### src/rtl/piso_serializer_pkg.sv
// Shared types and sizing helpers for the parallel-in, serial-out stage.
`timescale 1ns/1ps
package piso_serializer_pkg;

  typedef enum logic {
    SER_IDLE  = 1'b0,
    SER_SHIFT = 1'b1
  } ser_state_t;

  localparam int DEFAULT_DATA_W = 8;
  localparam int WORDS_SENT_W   = 16;

  // Bit-index counter width; DATA_W is at least 2, so one bit is the floor.
  function automatic int cnt_width(input int data_w);
    return (data_w <= 2) ? 1 : $clog2(data_w);
  endfunction

endpackage

### src/rtl/piso_serializer.sv
// One-entry holding buffer feeding a shifter; first bit appears one clk after accept when idle.
// in_ready drops while the buffer is full; a waiting word reloads on the last bit with no gap.
`timescale 1ns/1ps
module piso_serializer
  import piso_serializer_pkg::*;
#(
  parameter int DATA_W    = DEFAULT_DATA_W,
  parameter bit MSB_FIRST = 1'b1,
  parameter bit IDLE_BIT  = 1'b0
) (
  input  logic                    clk,
  input  logic                    reset,
  input  logic                    shift_en,
  input  logic [DATA_W-1:0]       in_data,
  input  logic                    in_valid,
  output logic                    in_ready,
  output logic                    ser_out,
  output logic                    ser_valid,
  output logic                    ser_first,
  output logic                    ser_last,
  output logic                    busy,
  output logic [WORDS_SENT_W-1:0] words_sent
);

  localparam int CNT_W = cnt_width(DATA_W);
  localparam logic [CNT_W-1:0] LAST_CNT = CNT_W'(DATA_W - 1);

  ser_state_t        state;
  logic [DATA_W-1:0] hold;
  logic              hold_full;
  logic [DATA_W-1:0] shreg;
  logic [CNT_W-1:0]  bit_cnt;
  logic [CNT_W-1:0]  bit_idx;
  logic              shifting;

  always_ff @(posedge clk or posedge reset) begin
    if (reset) begin
      state      <= SER_IDLE;
      hold       <= '0;
      hold_full  <= 1'b0;
      shreg      <= '0;
      bit_cnt    <= '0;
      words_sent <= '0;
    end else begin
      // Accept only into an empty buffer, so it never collides with a reload below.
      if (in_valid && !hold_full) begin
        hold      <= in_data;
        hold_full <= 1'b1;
      end
      case (state)
        SER_IDLE: begin
          if (hold_full) begin
            shreg     <= hold;
            bit_cnt   <= '0;
            hold_full <= 1'b0;
            state     <= SER_SHIFT;
          end
        end
        SER_SHIFT: begin
          if (shift_en) begin
            if (bit_cnt != LAST_CNT) begin
              bit_cnt <= bit_cnt + CNT_W'(1);
            end else begin
              words_sent <= words_sent + WORDS_SENT_W'(1);
              if (hold_full) begin
                shreg     <= hold;
                bit_cnt   <= '0;
                hold_full <= 1'b0;
              end else begin
                state <= SER_IDLE;
              end
            end
          end
        end
        default: state <= SER_IDLE;
      endcase
    end
  end

  assign shifting  = (state == SER_SHIFT);
  assign bit_idx   = MSB_FIRST ? (LAST_CNT - bit_cnt) : bit_cnt;
  assign in_ready  = !hold_full;
  assign ser_valid = shifting;
  assign ser_out   = shifting ? shreg[bit_idx] : IDLE_BIT;
  assign ser_first = shifting && (bit_cnt == '0);
  assign ser_last  = shifting && (bit_cnt == LAST_CNT);
  assign busy      = shifting || hold_full;

endmodule

### config.mk
export PLATFORM = sky130hd
export DESIGN_NAME = piso_serializer
export DESIGN_NICKNAME = d
export VERILOG_FILES = /design/src/rtl/piso_serializer_pkg.sv /design/src/rtl/piso_serializer.sv
export SDC_FILE = /design/constraint.sdc
export NUM_CORES = 1
export LEC_CHECK = 0
export BUFFER_PORTS_ARGS = -buffer_cell sky130_fd_sc_hd__buf_4
export CAP_MARGIN = 30
export CORE_MARGIN = 5
export CORE_UTILIZATION = 51
export DETAILED_ROUTE_END_ITERATION = 10
export PLACE_DENSITY_LB_ADDON = 0.15
export SLEW_MARGIN = 0
export SYNTH_ARGS = -nofsm -noshare
export SYNTH_HDL_FRONTEND = slang
export SYNTH_SLANG_ARGS = --single-unit
### constraint.sdc
create_clock -name clk -period 2.1 [get_ports clk]
set_clock_uncertainty 0.05 [all_clocks]
set_input_delay 0.21 -clock clk [delete_from_list [all_inputs] [get_ports clk]]
set_output_delay 0.21 -clock clk [all_outputs]
set_load 0.05 [all_outputs]
== Word-level counts from Yosys, hierarchy flattened ==
Index checks and enable logic that the tools add are counted.
Cells by class
  add/subtract/negate cells: 3
  $lt $le $gt $ge: 1
  eq/ne operators: 4
  muxes and demuxes: 20
  bitwise gates (word level): 2
  reductions and logical operators: 8
Operators with widths (number)
  8-bit 2-to-1 mux: 3
  16-bit by 1-bit adder with 16-bit output, second input constant: 1
  8-bit one-hot mux with 2 select lines: 1
  1-bit 2-to-1 mux: 9
  3-bit 2-to-1 mux: 3
  3-bit one-hot mux with 2 select lines: 1
  3-bit by 4-bit less-than comparator with 1-bit output, second input constant: 1
  2-bit != test, second input constant: 2
  1-bit one-hot mux with 2 select lines: 2
  3-bit by 1-bit adder with 3-bit output, second input constant: 1
  1-bit binary-select mux with 3-bit select: 1
  3-bit equality test, second input constant: 1
  1-bit logical AND: 3
  3-bit logical NOT: 1
  3-bit != test, second input constant: 1
  3-bit AND reduction: 1
  3-bit subtractor, first input constant: 1
  1-bit NOT: 2
  2-bit AND reduction: 1
  1-bit logical NOT: 1
  1-bit logical OR: 1
Storage, ports and cells
  bits in registers: 37
  input port bits: 12
  output and inout port bits: 22
  word-level logic and storage cells: 44

== Logic depth before layout (Yosys ltp) ==
Gate-level depths: netlist (run 1).
  depth after elaboration: 7
  gate-level depth with buffers: 6
  depth with buffers taken out: 6

== Least setup slack after synthesis (run 1) ==
OpenSTA, ideal clock, no wires.
  path kind: flip-flop to output port
  start point: register state, in the netlist ser_valid
  end point: output ser_out
  data arrival time: 1.748 ns
  required time: 1.840 ns
  setup slack: 0.092 ns
  cell stages (with the launch flop): 3
  cells stage by stage: dfrtp_1 > inv_1 > a21oi_1
On the way
  word-level cells in the longest chain between the ends: 1
RTL lines
  from (decl): RTL line piso_serializer.sv:28  | ser_state_t state;
  from (signal assigned): RTL line piso_serializer.sv:38  | state <= SER_IDLE;
  from (signal assigned): RTL line piso_serializer.sv:56  | state <= SER_SHIFT;
  from (signal assigned): RTL line piso_serializer.sv:70  | state <= SER_IDLE;
  1-bit 2-to-1 mux: RTL line piso_serializer.sv:84  | assign ser_out = shifting ? shreg[bit_idx] : IDLE_BIT;
  to (decl): RTL line piso_serializer.sv:17  | output logic ser_out,
Every way passes these cells.

== Final worst setup path (run 1) ==
  start point: register bit_cnt[0]
  end point: output ser_out
On the way
  word-level cells in the longest chain between the ends: 4
RTL lines
  from (decl): RTL line piso_serializer.sv:32  | logic [CNT_W-1:0] bit_cnt;
  from (signal assigned): RTL line piso_serializer.sv:62  | bit_cnt <= bit_cnt + CNT_W'(1);
  3-bit subtractor: RTL line piso_serializer.sv:81  | assign bit_idx = MSB_FIRST ? (LAST_CNT - bit_cnt) : bit_cnt;
  1-bit binary-select mux with 3-bit select: RTL line piso_serializer.sv:84
  1-bit 2-to-1 mux (implied by the code): RTL line piso_serializer.sv:84
  1-bit 2-to-1 mux: RTL line piso_serializer.sv:84
Every way passes these cells. The select of a mux whose other input is x is not followed.

==> key figures, run 1 <==
CTS
  • Worst-path clk slew: 0.10 ns
  • Worst-case clock buffer depth: 2
  • CTS tree: done
  • Post-CTS setup buffers: 0
  • H-tree depth: 2
  • Clk_lat worst skew: 0.33 ns
  • Clk sinks: 37
  • CTS Root Cell: clkbuf_4
  • CTS buffer count: 5

Power
  • Clock Power Share: 15.5%
  • Switching Power: 0.880 mW
  • Worst IR Drop VDD: 0.711 mV
  • Static leakage: 1.04 nW
  • Sw Share: 36.8%
  • Combinational power share: 39.3%
  • Power per cell area: 1130 nW/um^2
  • Internal: 1.51 mW
  • Flop pwr share: 45.2%

Placement
  • Port Buf Inserts: 33
  • Dpl hpwl: 2270 um
  • Final Wtd Congestion: 0.925

Global routing
  • Largest net degree at the start of global routing: 38
  • Vias in the first global route: 1163
  • Initial antenna violation count: 0
  • GRT Total Usage: 15.1%
  • Grt total ovfl: 0
  • First-pass GRT wire length: 5160 um

Finish
  • Most frequent cells in the layout: dfrtp_1 (37), buf_4 (35), nand2_1 (24)
  • Area growth syn-to-layout: 22.2%
  • Share of cells above drive strength 1: 37.3%
  • Commonest non-fill, non-tap cell in the layout: dfrtp_1
  • Nets@finish: 202
  • Layout Utilization: 63.8%
  • Diode count: 0

Logic synthesis
  • Synth warn: 0
  • Seq/Total Area, Yosys: 53.6%
  • Mapped Avg Cell Area: 12.0 sq um
  • Synthesized flop and latch total: 37
  • Syn Inst Count: 144
  • Yosys cell types: 31
  • Post-synthesis simple-gate area fraction: 15.7%
  • Xor/xnor share of the synthesized area: 7.60%
  • Synth Area in Compound Gates: 3.84%
  • Synth Area in Adders: 3.62%
  • Syn Nets: 161
  • Main combinational cell family by area after synthesis: simple AND/OR/NAND/NOR gates
  • Post-synthesis mux area share: 13.6%
  • Syn Std Cell Area: 1730 sq um

Critical path
  • CP endpoint kind: primary output
  • Crit path capture: ser_out
  • RR Endpoint: shreg[5]$_DFFE_PP0P_
  • Data arrival, critical path: 1.71 ns
  • R2R Path Start: bit_cnt[1]$_DFFE_PP0P_
  • Required @ worst endpoint: 1.84 ns
  • Critical path launch point: bit_cnt[0]$_DFFE_PP0P_
  • Flop2flop setup slack: 0.21 ns
  • Highest net fanout along the worst path: 6
  • R2r worst-path depth: 6
  • Setup crit start kind: flip-flop
  • Crit path kind: reg -> out

Drt
  • WL met1: 1360 um
  • Post-DRT Antenna Nets: 0
  • Avg WL per Cell: 13.0 um
  • First-pass DRT Iterations: 4
  • Highest routed metal layer: met4
  • Routed WL: 3000 um
  • Vias per cell: 5.13
  • Met3 wire len: 194 um
  • Routed length on met2: 1400 um
  • Drt drc: 0
  • Initial detailed-routing violation count: 97
  • Via count: 1184

Floorplan
  • Initial core utilization: 52.2%
  • Die Footprint: 4650 sq um
  • Die Y: 68.2 um
  • Core Area: 3310 sq um
  • Rows: 21
  • # IOs: 34
  • Die X: 68.2 um

STA
  • Max Freq: 507 MHz
  • RSZ-0062 raised after global routing: no
  • Final Hold Fails: 0
  • Endpoints failing setup: 0
  • Setup TNS Final: 0 ns
  • Crit share post-route: 94.0%
  • Final Slew Violations: 0
  • Post-layout min period: 1.97 ns
  • Worst Tran Pin Value: 0.460 ns
  • Max-Slew Margin vs Limit: 69.3%

Status
  • Status: finished, final reports clean

Run
  • Max cap viols: 0

Min path
  • Hold Path Class: in -> reg
-- state kept, by name (all words and copies together) (netlist names) --
signal and count:
shreg 8, words_sent 16, hold 8, ser_valid 1, bit_cnt 3, hold_full 1
-- worst min path at each step --
stage	depth (start not counted)	endpoint	slack [ns]	startpoint
finish	2	hold[7]$_DFFE_PP0P_	0.06	in_data[7]
global route	2	hold[2]$_DFFE_PP0P_	0.02	in_data[2]
CTS	2	hold[7]$_DFFE_PP0P_	0.04	in_data[7]
detailed placement	3	words_sent[4]$_DFFE_PP0P_	0.30	reset
global placement	3	words_sent[8]$_DFFE_PP0P_	0.30	reset
floorplan	1	hold[0]$_DFFE_PP0P_	0.31	in_data[0]
-- power groups by stage --
stage / sequential, mW / clock, mW / combinational [mW]
final: 1.08 / 0.371 / 0.941
after global routing: 1.12 / 0.429 / 1.02
after CTS: 1.08 / 0.394 / 0.946
after detailed placement: 1.10 / 0 / 0.943
after global placement: 1.09 / 0 / 0.915
after floorplan: 1.16 / 0 / 0.615
-- what timing repair did --
item / in CTS / in global routing
setup endpoints to repair: 0 / 1
hold buffers: 1 / 0
gates resized for setup: 0 / 1
hold endpoints to repair: 37 / 0
-- layer usage --
metal | vias to the layer above | global-route usage (%)
met5 | - | 0
met4 | 0 | 6.45
met3 | 6 | 5.42
met2 | 34 | 24.2
met1 | 576 | 18.4
li1 | 568 | -
-- Yosys cell counts --
master | count | area share (%)
a22o_1 | 1 | 0.51
o21ai_0 | 3 | 0.87
or3_4 | 1 | 0.65
inv_1 | 6 | 1.3
nand4_1 | 4 | 1.4
mux2_2 | 16 | 10
nand3_1 | 1 | 0.29
mux2i_1 | 1 | 0.58
buf_2 | 1 | 0.29
ha_1 | 5 | 3.6
dfrtp_1 | 37 | 54
and3_1 | 3 | 1.1
nor4_4 | 1 | 1.2
o21a_1 | 1 | 0.43
nand4_4 | 1 | 1.2
nor2_1 | 5 | 1.1
a22o_2 | 1 | 0.58
or2_2 | 2 | 0.72
nand2_1 | 24 | 5.2
and3_2 | 1 | 0.43
nor2b_1 | 2 | 0.72
and2_2 | 1 | 0.43
o211ai_1 | 1 | 0.43
a21oi_1 | 2 | 0.58
mux4_2 | 2 | 2.6
xnor2_1 | 10 | 5.1
xor2_1 | 5 | 2.5
a21o_1 | 1 | 0.43
nor3_1 | 2 | 0.58
nor3_2 | 1 | 0.58
clkbuf_1 | 2 | 0.43
-- critical path, stage by stage, from the launching register on --
cell	delay (ns)
dfrtp_1	0.40
buf_6	0.14
mux4_2	0.49
nand2_1	0.09
a21oi_1	0.07
buf_4	0.19
-- kinds of logic (layout without fill, tap and decap cells) --
kind of cell,after synthesis,after routing
XOR/XNOR,15,15
flip-flops,37,37
buffers and inverters,9,50
AO/OA/AOI/OAI,10,10
multiplexers,19,19
adder cells (fa/ha/maj),5,5
AND/OR/NAND/NOR,49,49
-- layout make-up --
class / count / area (sq um)
well taps: 46 / 57.6
multi-input cells: 98 / 767
flip-flops and latches: 37 / 926
inverters: 6 / 22.5
fillers: 284 / 1200
repair buffers: 37 / 284
clock buffers: 7 / 55.1
-- through the flow --
step / cell area [sq um] / cells / setup slack, ns / power, mW / hold WS, ns
after global routing: 2110 / 231 / 0.0155 / 2.57 / 0.0196
final: 2110 / 231 / 0.127 / 2.39 / 0.0560
after CTS: 2110 / 231 / 0.0833 / 2.42 / 0.0350
after detailed placement: 2040 / 223 / 0.205 / 2.04 / 0.299
after global placement: 2040 / 223 / 0.286 / 2.00 / 0.295
after floorplan: 1730 / 144 / 0.0924 / 1.77 / 0.312
Power figures use the tool's default switching activity.
==> run 2, diff against run 1 <==
--- a/config.mk
+++ b/config.mk
@@ -10,7 +10,7 @@
 export CORE_MARGIN = 5
 export CORE_UTILIZATION = 51
 export DETAILED_ROUTE_END_ITERATION = 10
-export PLACE_DENSITY_LB_ADDON = 0.15
+export PLACE_DENSITY = 0.76
 export SLEW_MARGIN = 0
 export SYNTH_ARGS = -nofsm -noshare
 export SYNTH_HDL_FRONTEND = slang
==> run 2 against run 1 <==
  * Global-route usage is 1.7 points higher
  * Cell count stayed put
  * Maximum frequency is 1.1% lower
  * Via count hardly changed
  * First-iteration DRC count is 44% lower
  * Critical endpoint unchanged
==> key figures, run 2 (synthesized netlist as in run 1, its figures left out) <==
Floorplan
  • Core Area: 3310 sq um
  • Die Y: 68.2 um
  • Initial core utilization: 52.2%
  • # IOs: 34
  • Die X: 68.2 um
  • Rows: 21
  • Die Footprint: 4650 sq um

Critical path
  • R2R Path Start: bit_cnt[1]$_DFFE_PP0P_
  • CP peak stage delay: 0.50 ns
  • R2r worst-path depth: 6
  • CP max stage cell: mux4_2
  • Setup crit start kind: flip-flop
  • Data arrival, critical path: 1.74 ns
  • Crit path capture: ser_out
  • Critical Path Most Common Cell: buf_4
  • Critical path launch point: bit_cnt[0]$_DFFE_PP0P_
  • Crit path kind: reg -> out
  • Critical path, cell by cell: buf_4 > mux4_2 > nand2_1 > a21oi_1 > buf_4
  • CP endpoint kind: primary output
  • Highest net fanout along the worst path: 6
  • Required @ worst endpoint: 1.84 ns
  • Flop2flop setup slack: 0.19 ns
  • RR Endpoint: shreg[5]$_DFFE_PP0P_

CTS
  • Clk sinks: 37
  • Clk_lat worst skew: 0.34 ns
  • CTS tree: done
  • CTS buffer count: 5
  • CTS resizes: 0
  • CTS Root Cell: clkbuf_4
  • Worst-case clock buffer depth: 2
  • H-tree depth: 2
  • Worst-path clk slew: 0.11 ns

STA
  • Max Freq: 501 MHz
  • Final Hold Fails: 0
  • Final Slew Violations: 0
  • Max-Slew Margin vs Limit: 69.0%
  • Crit share post-route: 95.0%
  • Post-layout min period: 2.00 ns
  • Endpoints failing setup: 0
  • Setup TNS Final: 0 ns
  • Worst Tran Pin Value: 0.465 ns
  • RSZ-0062 raised after global routing: no

Finish
  • Fillers: 296
  • Commonest non-fill, non-tap cell in the layout: dfrtp_1
  • Area growth syn-to-layout: 22.2%
  • Most frequent cells in the layout: dfrtp_1 (37), buf_4 (36), nand2_1 (24)
  • Nets@finish: 202
  • Layout Utilization: 63.8%
  • Share of cells above drive strength 1: 37.8%
  • Largest register FFs: 16
  • Diode count: 0
  • Largest regs: words_sent (16), hold (8), shreg (8)
  • Top reg by flops: words_sent
  • Design area: 2110 sq um

Global routing
  • GRT Total Usage: 16.8%
  • Vias in the first global route: 1195
  • Largest net degree at the start of global routing: 38
  • First-pass GRT wire length: 5580 um
  • Initial antenna violation count: 0
  • Grt total ovfl: 0

Drt
  • Avg WL per Cell: 14.5 um
  • Via count: 1185
  • Initial detailed-routing violation count: 54
  • Routed WL: 3350 um
  • Post-DRT Antenna Nets: 0
  • First-pass DRT Iterations: 4
  • Drt drc: 0
  • Vias per cell: 5.13

Placement
  • Dpl hpwl: 2490 um
  • Area of placed instances: 2040 sq um
  • Final Wtd Congestion: 0.806
  • Port Buf Inserts: 33

Status
  • Status: finished, final reports clean

Power
  • Power per cell area: 1150 nW/um^2
  • Static leakage: 1.03 nW
  • Total power: 2.43 mW
  • Worst IR Drop VDD: 0.706 mV

Min path
  • Hold Path Class: in -> reg
  • Hold depth: 2

Run
  • Max cap viols: 0
[run 2: cell types whose count changed in the layout (fill, tap and decap cells not counted)]
| cell | before | now |
|---|---|---|
| buf_4 | 35 | 36 |
| buf_6 | 1 | 0 |
| clkbuf_1 | 1 | 0 |
| clkinvlp_4 | 0 | 1 |
[run 2: worst min-delay path by stage]
stage,from,endpoint,slack [ns]
finish,in_data[0],hold[0]$_DFFE_PP0P_,0.05
global route,in_data[5],hold[5]$_DFFE_PP0P_,0.02
CTS,in_data[5],hold[5]$_DFFE_PP0P_,0.04
detailed placement,reset,words_sent[14]$_DFFE_PP0P_,0.30
global placement,reset,words_sent[14]$_DFFE_PP0P_,0.29
floorplan,in_data[0],hold[0]$_DFFE_PP0P_,0.31
[run 2: power by group]
group / total, mW / internal, mW / leakage [nW] / switching [mW]
combinational: 0.946 / 0.429 / 0.532 / 0.516
clock: 0.395 / 0.157 / 0.0303 / 0.238
sequential: 1.09 / 0.922 / 0.471 / 0.171
[run 2: layout make-up]
type | instances | area [sq um] | share of cell area (%)
clock buffer | 6 | 51.3 | 2.43
sequential | 37 | 926 | 43.8
tap | 46 | 57.6 | 2.73
timing repair buffer | 37 | 280 | 13.3
clock inverter | 1 | 7.51 | 0.355
inverter | 6 | 22.5 | 1.07
multi-input combinational | 98 | 767 | 36.3
[run 2: layer usage]
layer,GRT usage (%),wire (um)
met1,19.6,1440
met2,28.4,1740
met3,4.11,139
met4,8.93,26
met5,0,0
[run 2: worst max-delay path: cells and delay by family, from the launching register on]
family	cells	cell delay, ns
simple gates	1	0.08
compound gates	1	0.08
buf+inv	2	0.36
flops	1	0.39
mux	1	0.50
[run 2: per-stage QoR]
stage / hold WS (ns) / worst slack (ns) / cells
6_report: 0.0522 / 0.104 / 231
5_1_grt: 0.0202 / 0.0146 / 231
4_1_cts: 0.0382 / 0.0851 / 231
3_5_place_dp: 0.301 / 0.221 / 223
3_3_place_gp: 0.294 / 0.288 / 223
2_1_floorplan: 0.312 / 0.0924 / 144
[run 2: repair_timing]
item	CTS	global route
hold endpoints to repair	37	0
setup buffers	0	0
hold buffers	1	0
